`config.mk`:
```
export PLATFORM = sky130hd
export DESIGN_NAME = rst_sequencer
export DESIGN_NICKNAME = d
export VERILOG_FILES = /design/src/rtl/rst_sequencer.sv
export SDC_FILE = /design/constraint.sdc
export NUM_CORES = 1
export LEC_CHECK = 0
export ABC_AREA = 1
export CAP_MARGIN = 15
export CORE_ASPECT_RATIO = 0.9
export CORE_MARGIN = 10
export CORE_UTILIZATION = 30
export DETAILED_ROUTE_END_ITERATION = 7
export PLACE_DENSITY = 0.56
export SETUP_SLACK_MARGIN = 0.1
export SKIP_CTS_REPAIR_TIMING = 1
export SYNTH_ARGS = -nofsm -noshare
export SYNTH_HDL_FRONTEND = slang
export SYNTH_SLANG_ARGS = --single-unit
```
`constraint.sdc`:
```
create_clock -name clk -period 2.04 [get_ports clk]
set_input_delay 0.408 -clock clk [delete_from_list [all_inputs] [get_ports clk]]
set_output_delay 0.408 -clock clk [all_outputs]
set_load 0.005 [all_outputs]
```
`src/rtl/rst_sequencer.sv`:
```
`default_nettype none
// +--------------------------------------------------------------------------+
// | Module      : rst_sequencer                                              |
// | Description : Reset controller for the DUT-side reset tree. Synchronises |
// |               the deassertion of arstn, then releases N_OUT synchronous  |
// |               active-low domain resets in ascending order after a hold   |
// |               delay, with a fixed step between releases. A software      |
// |               request (req/ack) re-runs the whole sequence.              |
// |               Optional watchdog: define RST_SEQ_WDOG_EN.                 |
// | Revision    : 1.0 - initial release                                      |
// +--------------------------------------------------------------------------+
module rst_sequencer #(
    parameter int N_OUT       = 4,
    parameter int SYNC_STAGES = 2,
    parameter int HOLD_CYCLES = 8,
    parameter int STEP_CYCLES = 4,
    parameter int WDOG_CYCLES = 256
) (
    input  logic             clk,
    input  logic             arstn,
    input  logic             sw_rst_req,
    output logic             sw_rst_ack,
    output logic [N_OUT-1:0] srstn_o,
    output logic             busy,
    output logic             done
`ifdef RST_SEQ_WDOG_EN
    ,
    input  logic             wdog_kick,
    output logic             wdog_flag
`endif
);

    localparam int c_max_hs  = (HOLD_CYCLES > STEP_CYCLES) ? HOLD_CYCLES : STEP_CYCLES;
    localparam int c_max_all = (c_max_hs > WDOG_CYCLES) ? c_max_hs : WDOG_CYCLES;
    localparam int c_cnt_w   = $clog2(c_max_all + 1);
    localparam int c_idx_w   = $clog2(N_OUT + 1);

    localparam logic [c_cnt_w-1:0] c_hold_last = c_cnt_w'(HOLD_CYCLES - 1);
    localparam logic [c_cnt_w-1:0] c_step_last = c_cnt_w'(STEP_CYCLES - 1);
    localparam logic [c_cnt_w-1:0] c_cnt_one   = c_cnt_w'(1);
    localparam logic [c_idx_w-1:0] c_idx_last  = c_idx_w'(N_OUT - 1);
    localparam logic [c_idx_w-1:0] c_idx_one   = c_idx_w'(1);

    localparam logic [1:0] c_st_assert  = 2'd0;
    localparam logic [1:0] c_st_release = 2'd1;
    localparam logic [1:0] c_st_run     = 2'd2;

    logic [SYNC_STAGES-1:0] r_sync;
    logic                   r_req;
    logic                   r_req_q;
    logic [1:0]             r_state;
    logic [c_cnt_w-1:0]     r_cnt;
    logic [c_idx_w-1:0]     r_idx;
    logic [N_OUT-1:0]       r_srstn;
    logic                   r_busy;
    logic                   r_done;
    logic                   r_ack;
    logic                   r_pend;

    logic                   w_synced;
    logic                   w_sw_trig;
    logic                   w_wdog_trig;
    logic                   w_trig;
    logic [N_OUT-1:0]       w_rel_mask;

    assign w_synced  = r_sync[SYNC_STAGES-1];
    assign w_sw_trig = r_req & ~r_req_q;
    assign w_trig    = w_sw_trig | w_wdog_trig;

    // Deassertion synchroniser: shifts ones in after arstn goes high
    always_ff @(posedge clk or negedge arstn) begin
        if (!arstn) begin
            r_sync <= '0;
        end else begin
            r_sync <= {r_sync[SYNC_STAGES-2:0], 1'b1};
        end
    end

    // Request register and rising-edge detector; a held level does not retrigger
    always_ff @(posedge clk or negedge arstn) begin
        if (!arstn) begin
            r_req   <= 1'b0;
            r_req_q <= 1'b0;
        end else begin
            r_req   <= sw_rst_req;
            r_req_q <= r_req;
        end
    end

    // One-hot select of the domain reset released at the current step
    always_comb begin
        w_rel_mask = '0;
        for (int i = 0; i < N_OUT; i++) begin
            if (r_idx == c_idx_w'(i)) begin
                w_rel_mask[i] = 1'b1;
            end
        end
    end

    // Sequencing FSM: hold, stepped release, run; any trigger restarts from ASSERT
    always_ff @(posedge clk or negedge arstn) begin
        if (!arstn) begin
            r_state <= c_st_assert;
            r_cnt   <= '0;
            r_idx   <= '0;
            r_srstn <= '0;
            r_busy  <= 1'b1;
            r_done  <= 1'b0;
            r_ack   <= 1'b0;
            r_pend  <= 1'b0;
        end else begin
            r_ack <= 1'b0;
            if (w_trig) begin
                // A trigger wins over a coincident final release: no done, no ack
                r_state <= c_st_assert;
                r_cnt   <= '0;
                r_idx   <= '0;
                r_srstn <= '0;
                r_busy  <= 1'b1;
                r_done  <= 1'b0;
                r_pend  <= w_sw_trig;
            end else begin
                case (r_state)
                    c_st_assert: begin
                        // Counter stays at 0 until the synchroniser reports arstn high
                        if (w_synced) begin
                            if (r_cnt == c_hold_last) begin
                                r_state <= c_st_release;
                                r_cnt   <= '0;
                                r_idx   <= '0;
                            end else begin
                                r_cnt <= r_cnt + c_cnt_one;
                            end
                        end
                    end
                    c_st_release: begin
                        if (r_cnt == c_step_last) begin
                            r_cnt   <= '0;
                            r_srstn <= r_srstn | w_rel_mask;
                            r_idx   <= r_idx + c_idx_one;
                            if (r_idx == c_idx_last) begin
                                r_state <= c_st_run;
                                r_busy  <= 1'b0;
                                r_done  <= 1'b1;
                                r_ack   <= r_pend;
                                r_pend  <= 1'b0;
                            end
                        end else begin
                            r_cnt <= r_cnt + c_cnt_one;
                        end
                    end
                    c_st_run: begin
                        r_srstn <= '1;
                        r_busy  <= 1'b0;
                        r_done  <= 1'b1;
                    end
                    default: begin
                        r_state <= c_st_assert;
                        r_cnt   <= '0;
                        r_idx   <= '0;
                        r_srstn <= '0;
                        r_busy  <= 1'b1;
                        r_done  <= 1'b0;
                    end
                endcase
            end
        end
    end

`ifdef RST_SEQ_WDOG_EN
    localparam logic [c_cnt_w-1:0] c_wdog_last = c_cnt_w'(WDOG_CYCLES - 1);

    logic [c_cnt_w-1:0] r_wdog_cnt;
    logic               r_wdog_flag;

    assign w_wdog_trig = (r_state == c_st_run) && !wdog_kick && (r_wdog_cnt == c_wdog_last);
    assign wdog_flag   = r_wdog_flag;

    // Watchdog: counts only in RUN, cleared by a kick; flag is sticky until arstn
    always_ff @(posedge clk or negedge arstn) begin
        if (!arstn) begin
            r_wdog_cnt  <= '0;
            r_wdog_flag <= 1'b0;
        end else begin
            if (w_wdog_trig) begin
                r_wdog_flag <= 1'b1;
            end
            if ((r_state != c_st_run) || w_trig || wdog_kick) begin
                r_wdog_cnt <= '0;
            end else begin
                r_wdog_cnt <= r_wdog_cnt + c_cnt_one;
            end
        end
    end
`else
    assign w_wdog_trig = 1'b0;
`endif

    assign srstn_o    = r_srstn;
    assign busy       = r_busy;
    assign done       = r_done;
    assign sw_rst_ack = r_ack;

endmodule
`default_nettype wire

```
==> qor.yml, run 1 <==
pwr:
  p_per_area_nw_per_um2: 1010
  max-vdd-ir-drop_uv: 344
  p_leak_nw: 0.858
synthesis:
  ys_types: 27
  synth_top_area_share_pct: 40.5
  syn_area_um2: 1540
  yosysSeqAreaShare_pct: 42.2
  ys_ff_latch: 26
  syn_nets: 209
  synthTopCellsByArea: "dfrtp_1, nand2_1, ha_1"
  synth_area_per_cell_um2: 7.84
  yosysTopAreaCell: "dfrtp_1"
  yosysWarnings: 0
  syn_inst: 197
critical_path:
  critPathMaxStageDelay_ns: 0.54
  critical-path-slowest-cell: "dfstp_2"
  cp.arrival_ns: 1.30
  end_kind: "output port"
  path_class: "register to output port"
  crit_family: "flip-flops"
  cp_num_buf_inv: 1
  cp.required_ns: 1.63
  worstSetupStartpointType: "register"
  crit_fanout: 2
  crit_chain: "clkdlybuf4s50_1"
cts:
  clkTransAtPathRegs_ns: 0.09
  cts_buffers: 3
  cts_tree: "done"
  cts.htree.levels: 1
  cts_buffer_depth: 2
  insertion_delay_ns: 0.27
  clock-sinks: 26
  clockRootBuffer: "clkbuf_8"
drt:
  first_iter_violations: 81
  ant_nets: 0
  route.detailed.drc: 0
  drt_wl_total_mm: 3.04
  dr.pass1.iters: 4
  routedWlPerCell_um: 11.1
  vias_per_cell: 4.48
  vias: 1233
sta:
  drv_slew: 0
  finalSetupViolCount: 0
  totalNegativeSetupSlack_ns: 0
  clock_skew_ns: 0.00201
  hold_ws_ns: 0.359
  period_needed_ns: 1.71
  finalHoldViolations: 0
  fmax_ghz: 0.586
  rsz0062_at_grt: "false"
  post-route-period-util_pct: 83.6
worst_hold_path:
  hold_path.class: "register to register"
finish:
  drive_gt1_share_pct: 14.3
  num_antenna_cells: 0
  stdcell_area_um2: 1770
  final_net_count: 223
  area_growth_pct: 14.4
  fillCellCount: 519
global_route:
  grt_max_degree: 27
  track_usage_pct: 7.85
  grt_antenna_before_repair: 0
  grt_pass1_vias: 1142
  overflow: 0
  grt_pass1_wl_mm: 5.26
die:
  die_h_um: 88.1
  die_width_um: 95.6
  rows: 24
  num_io_pins: 10
  dieArea_um2: 8420
  initial_utilization_pct: 31.4
  coreArea_um2: 4920
outcome:
  status: "finished clean"
placed_design:
  placedInstanceArea_um2: 1710
  io_buffers: 9
  dpl.hpwl_mm: 2.29
  routabilityCongestion: 0.848
job:
  max_cap_viol_count: 0
-- worst reg2reg max path, delay by kind of cell, from the launching register on --
kind | cells | cell delay (ns)
buffers and inverters | 3 | 0.29
DFF | 1 | 0.41
and+or+nand+nor | 3 | 0.37
AOI/OAI and AO/OA | 2 | 0.18
adders and majority gates | 1 | 0.30
-- power breakdown --
group          internal, mW  switching, mW
clock network         0.173          0.167
registers             0.612         0.0662
logic                 0.276          0.483
total                  1.06          0.716
-- sequential cells by signal, summed over array words and instances (netlist names) --
name / count
busy: 1
done: 1
r_cnt: 9
r_idx: 3
r_pend: 1
r_req: 1
r_req_q: 1
r_state: 2
r_sync: 2
srstn_o: 4
sw_rst_ack: 1
-- cell families (layout without fill, tap and decap cells) --
logic type / count (synthesis) / after routing / synth area share, %
buffers and inverters: 31 / 44 / 8.35
AOI/OAI and AO/OA: 29 / 29 / 11.3
and+or+nand+nor: 100 / 100 / 30.0
xor gates and xnor gates: 1 / 1 / 0.567
other: 1 / 1 / 0.243
DFF: 26 / 26 / 42.2
adders and majority gates: 9 / 9 / 7.29
-- worst paths after layout --
path                            startpoint          to  slack (ns)  depth (start not counted)
max in group asynchronous            arstn        busy        1.24                          2
worst min register to register   r_sync[0]   r_sync[1]        0.36                          0
worst min-delay path             r_sync[0]   r_sync[1]        0.36                          0
min in group asynchronous            arstn  sw_rst_ack        0.50                          2
worst max register to register  r_state[1]  srstn_o[2]        0.40                          9
worst max-delay path                  busy        busy        0.33                          1
-- cells in the mapped netlist (all sizes together) --
cell type and number:
nor4 1, nor3 2, nand3 10, a21oi 10
nand2 65, dfrtp 25, nor2 18, conb 1
nand4 3, buf 1, inv 30, or2 1
o21ai 19, xor2 1, dfstp 1, ha 9
-- through the flow --
step	worst slack, ns	power, mW	instances	utilization [%]
global placement	0.431	1.46	271	34.8
CTS	0.315	1.80	275	35.9
finish	0.334	1.78	275	35.9
floorplan	0.610	1.26	197	-
detailed placement	0.418	1.45	271	34.8
global route	0.286	1.94	275	35.9
-- layer usage --
layer	part of all wire, %	up-vias	wire length [um]	track usage [%]
li1	-	648	-	-
met4	2.3	0	70	4.42
met5	0	-	0	0
met2	40	24	1230	10.7
met3	5.8	4	177	1.45
met1	51	557	1560	11.2
-- cell usage in the layout, fill, tap and decap left out, drive strengths merged --
cell / count
inv: 30
buf: 1
ha: 9
dfstp: 1
nor2: 18
or2: 1
nand4: 3
nand3: 10
nor4: 1
o21ai: 19
clkdlybuf4s50: 9
nand2: 65
clkbuf: 4
xor2: 1
a21oi: 10
dfrtp: 25
nor3: 2
conb: 1
-- cell type report --
| type | instances | area [um^2] | share of cell area, % |
|---|---|---|---|
| repair buffers | 10 | 97.6 | 5.52 |
| flip-flops and latches | 26 | 652 | 36.9 |
| inverters | 30 | 118 | 6.66 |
| well taps | 65 | 81.3 | 4.60 |
| clock buffers | 4 | 55.1 | 3.12 |
| multi-input cells | 140 | 763 | 43.2 |
Power figures use the tool's default switching activity.
==> run 2, diff against run 1 <==
- PLACE_DENSITY: 0.56 -> 0.58
- clock period: 2.04 -> 1.5 ns (I/O delays scaled with it)
==> qor.yml, run 2 (synthesis gave the netlist of run 1 again) <==
outcome:
  status: "finished clean"
drt:
  vias_per_cell: 4.45
  route.detailed.drc: 0
  drt_wl_total_mm: 3.42
  vias: 1309
  routedWlPerCell_um: 11.6
  first_iter_violations: 72
  ant_nets: 0
  dr.pass1.iters: 4
sta:
  drv_slew: 0
  totalNegativeSetupSlack_ns: 0
  setup_slack_ns: 0.0316
  finalHoldViolations: 0
  fmax_ghz: 0.681
  rsz0062_at_grt: "true"
  period_needed_ns: 1.47
  post-route-period-util_pct: 97.9
  finalSetupViolCount: 0
  clock_skew_ns: 0.00278
critical_path:
  critPathLaunch: "r_state[0]"
  crit_fanout: 8
  worstSetupStartpointType: "register"
  path_class: "register to register"
  regToRegSetupSlack_ns: 0.03
  cp.arrival_ns: 1.64
  worstReg2RegStart: "r_state[0]"
  cp.required_ns: 1.67
  end_kind: "register"
pwr:
  pwr-share-clk_pct: 20.5
  p_int_mw: 1.79
  power_mw: 2.93
  power_switching_mw: 1.14
  p_leak_nw: 1.09
  pwr-share-comb_pct: 48.1
  pwr-share-seq_pct: 31.4
  p_per_area_nw_per_um2: 1420
  max-vdd-ir-drop_uv: 566
  swShare_pct: 39.0
die:
  num_io_pins: 10
  rows: 24
  die_h_um: 88.1
  initial_utilization_pct: 31.4
  die_width_um: 95.6
  coreArea_um2: 4920
  dieArea_um2: 8420
cts:
  clockRootBuffer: "clkbuf_8"
  cts_buffers: 3
  cts_tree: "done"
  clkTransAtPathRegs_ns: 0.10
  insertion_delay_ns: 0.28
  cts_buffer_depth: 2
  cts.htree.levels: 1
  clock-sinks: 26
finish:
  drive_gt1_share_pct: 32.3
  top_register: "r_cnt"
  stdcell_count: 294
  area_growth_pct: 33.1
  mostFrequentLayoutCell: "nand2_1"
  fin_util_pct: 41.7
  final_net_count: 242
  largest_register_ff_count: 9
  num_antenna_cells: 0
  most-common-layout-cells: "nand2_1, dfrtp_1, buf_4, inv_1, inv_2"
placed_design:
  io_buffers: 9
  dp_slack_ns: 0.0314
  routabilityCongestion: 0.824
  dpl.hpwl_mm: 2.34
  dp_cells: 276
global_route:
  grt_max_degree: 27
  grt_pass1_vias: 1183
  grt_pass1_wl_mm: 5.40
  overflow: 0
  track_usage_pct: 7.94
  grt_antenna_before_repair: 0
job:
  max_cap_viol_count: 0
worst_hold_path:
  hold_path.class: "primary input to asynchronous set/reset pin"
[run 2: cell types whose count changed in the layout (fill, tap and decap cells not counted), sizes merged]
cell	before	now
clkbuf	4	3
dlymetal6s2s	0	7
clkdlybuf4s50	9	2
bufinv	0	1
buf	1	20
[run 2: worst paths after layout]
kind,end,depth (start not counted)
worst max-delay path,r_cnt[3],8
worst min register to register,r_sync[1],0
max in group asynchronous,busy,2
worst max register to register,r_cnt[3],8
worst min-delay path,done,2
min in group clk,r_sync[1],0
[run 2: metal layers]
metal  global-route usage, %  wire length [um]  part of all wire [%]  vias up
met1                    10.7              1680                    49      601
li1                        -                 -                     -      687
met3                    1.03                87                   2.5        4
met2                    11.9              1570                    46       17
met5                       0                 0                     0        -
met4                    4.42                87                   2.5        0
[run 2: final cells by class]
cell class                 instances  area [um^2]
clock buffer                       3         41.3
clock inverter                     1         30.0
fill                             515         2870
inverter                          30          123
multi-input combinational        140          858
sequential                        26          652
tap                               65         81.3
timing repair buffer              29          270
[run 2: power groups by stage]
stage	registers, mW	clock network, mW	logic (mW)
finish	0.919	0.599	1.41
global route	0.937	0.641	1.57
CTS	0.928	0.617	1.09
detailed placement	0.941	0	1.09
global placement	0.941	0	1.08
floorplan	0.928	0	0.784
[run 2: through the flow]
step                instance area, um^2  hold WS, ns
finish                             2060        0.362
global placement                   1760        0.334
detailed placement                 1760        0.348
floorplan                          1550      0.00441
global route                       2060        0.371
CTS                                1840        0.363
[run 2: critical path, stage by stage, from the launching register on]
cell and delay, ns:
dfrtp_1 0.42, inv_2 0.09, ha_4 0.17, inv_6 0.05
o21ai_4 0.16, nand2_4 0.11, buf_4 0.17, a21oi_1 0.13
a21oi_1 0.06
==> run 3, diff against run 2 <==
- SKIP_CTS_REPAIR_TIMING: 1 -> default
==> qor.yml, run 3 (synthesis gave the netlist of run 1 again) <==
critical_path:
  regToRegSetupSlack_ns: 0.06
  worstReg2RegStart: "r_state[1]"
  end_kind: "register"
  path_class: "register to register"
  cp.required_ns: 1.72
  cp.arrival_ns: 1.65
  worst_r2r_path_depth: 9
  r2r_end: "r_cnt[8]"
  crit_end: "r_cnt[8]"
  worstSetupStartpointType: "register"
  critPathLaunch: "r_state[1]"
  crit_fanout: 6
cts:
  insertion_delay_ns: 0.28
  cts_buffer_depth: 2
  clock-sinks: 26
  cts_tree: "done"
  cts.htree.levels: 1
  cts_buffers: 3
  clkTransAtPathRegs_ns: 0.10
  clockRootBuffer: "clkbuf_8"
finish:
  mostFrequentLayoutCell: "nand2_1"
  fin_util_pct: 42.1
  area_growth_pct: 34.2
  num_antenna_cells: 0
  largest_register_ff_count: 9
  top_register: "r_cnt"
  drive_gt1_share_pct: 33.3
  most-common-layout-cells: "nand2_1, dfrtp_1, buf_4, inv_1"
  final_net_count: 244
  stdcell_count: 296
die:
  initial_utilization_pct: 31.4
  dieArea_um2: 8420
  coreArea_um2: 4920
  rows: 24
  num_io_pins: 10
  die_width_um: 95.6
  die_h_um: 88.1
drt:
  dr.pass1.iters: 4
  ant_nets: 0
  drt_wl_total_mm: 3.47
  first_iter_violations: 105
  vias: 1325
  routedWlPerCell_um: 11.7
  vias_per_cell: 4.48
  route.detailed.drc: 0
sta:
  finalSetupViolCount: 0
  rsz0062_at_grt: "true"
  post-route-period-util_pct: 95.8
  period_needed_ns: 1.44
  clock_skew_ns: 0.00325
  drv_slew: 0
  finalHoldViolations: 0
  fmax_ghz: 0.696
pwr:
  power_mw: 3.04
  max-vdd-ir-drop_uv: 606
  p_leak_nw: 1.01
  p_per_area_nw_per_um2: 1470
global_route:
  grt_max_degree: 27
  grt_pass1_vias: 1271
  grt_pass1_wl_mm: 5.82
  grt_antenna_before_repair: 0
  overflow: 0
  track_usage_pct: 8.69
placed_design:
  io_buffers: 9
  routabilityCongestion: 0.824
  dpl.hpwl_mm: 2.34
  dp_cells: 276
job:
  max_cap_viol_count: 0
outcome:
  status: "finished clean"
worst_hold_path:
  hold_path.class: "primary input to asynchronous set/reset pin"
run 3: cell count changes in the layout (fill, tap and decap cells not counted), sizes merged:
cell,before,now
dlygate4sd2,0,7
nand2,65,66
buf,20,21
dlymetal6s2s,7,0
run 3: layout make-up:
| type | count | area [um^2] |
|---|---|---|
| fill | 514 | 2850 |
| multi-input combinational | 141 | 888 |
| sequential | 26 | 652 |
| timing repair buffer | 30 | 251 |
| inverter | 30 | 128 |
| tap | 65 | 81.3 |
| clock buffer | 3 | 41.3 |
| clock inverter | 1 | 30.0 |
run 3: power by group:
group | internal (mW) | switching, mW
logic | 0.651 | 0.865
clock network | 0.358 | 0.243
registers | 0.832 | 0.0944
total | 1.84 | 1.20
run 3: stage by stage:
stage | hold WS [ns] | worst slack [ns] | TNS, ns | cell area [um^2]
floorplan | 0.00441 | 0.111 | 0 | 1550
global placement | 0.334 | -0.0132 | -0.0132 | 1760
detailed placement | 0.348 | 0.0314 | 0 | 1760
CTS | 0.363 | 0.0841 | 0 | 1950
global route | 0.371 | -0.00861 | -0.00861 | 2070
finish | 0.362 | 0.0630 | 0 | 2070
run 3: how the worst min path moves through the flow:
stage	end	cells after the start	slack, ns	startpoint
after global routing	r_cnt[0]	2	0.37	arstn
after floorplan	done	0	0.004	arstn
final	done	2	0.36	arstn
after global placement	r_sync[1]	0	0.33	r_sync[0]
after detailed placement	r_sync[1]	0	0.35	r_sync[0]
after CTS	r_req	2	0.36	arstn
run 3: routing by layer:
metal,global-route usage [%],wire [um],vias up
met4,5.35,87,0
li1,-,-,689
met2,13.4,1600,21
met5,0,0,-
met3,1.03,107,4
met1,11.3,1680,611
run 3: worst max-delay path, cell delays in order, from the launching register on:
cell and delay [ns]:
dfrtp_1 0.41, buf_4 0.15, ha_2 0.18, inv_2 0.09, o21ai_4 0.08, nand2_4 0.12, nand2_1 0.06, o21ai_1 0.12
inv_1 0.06, a21oi_2 0.09
run 3: timing repair:
item	CTS	global route
gates resized for setup	21	25
setup endpoints to repair	26	22
setup buffers	10	5
hold buffers	0	0
pin swaps	5	8
gates cloned	1	0
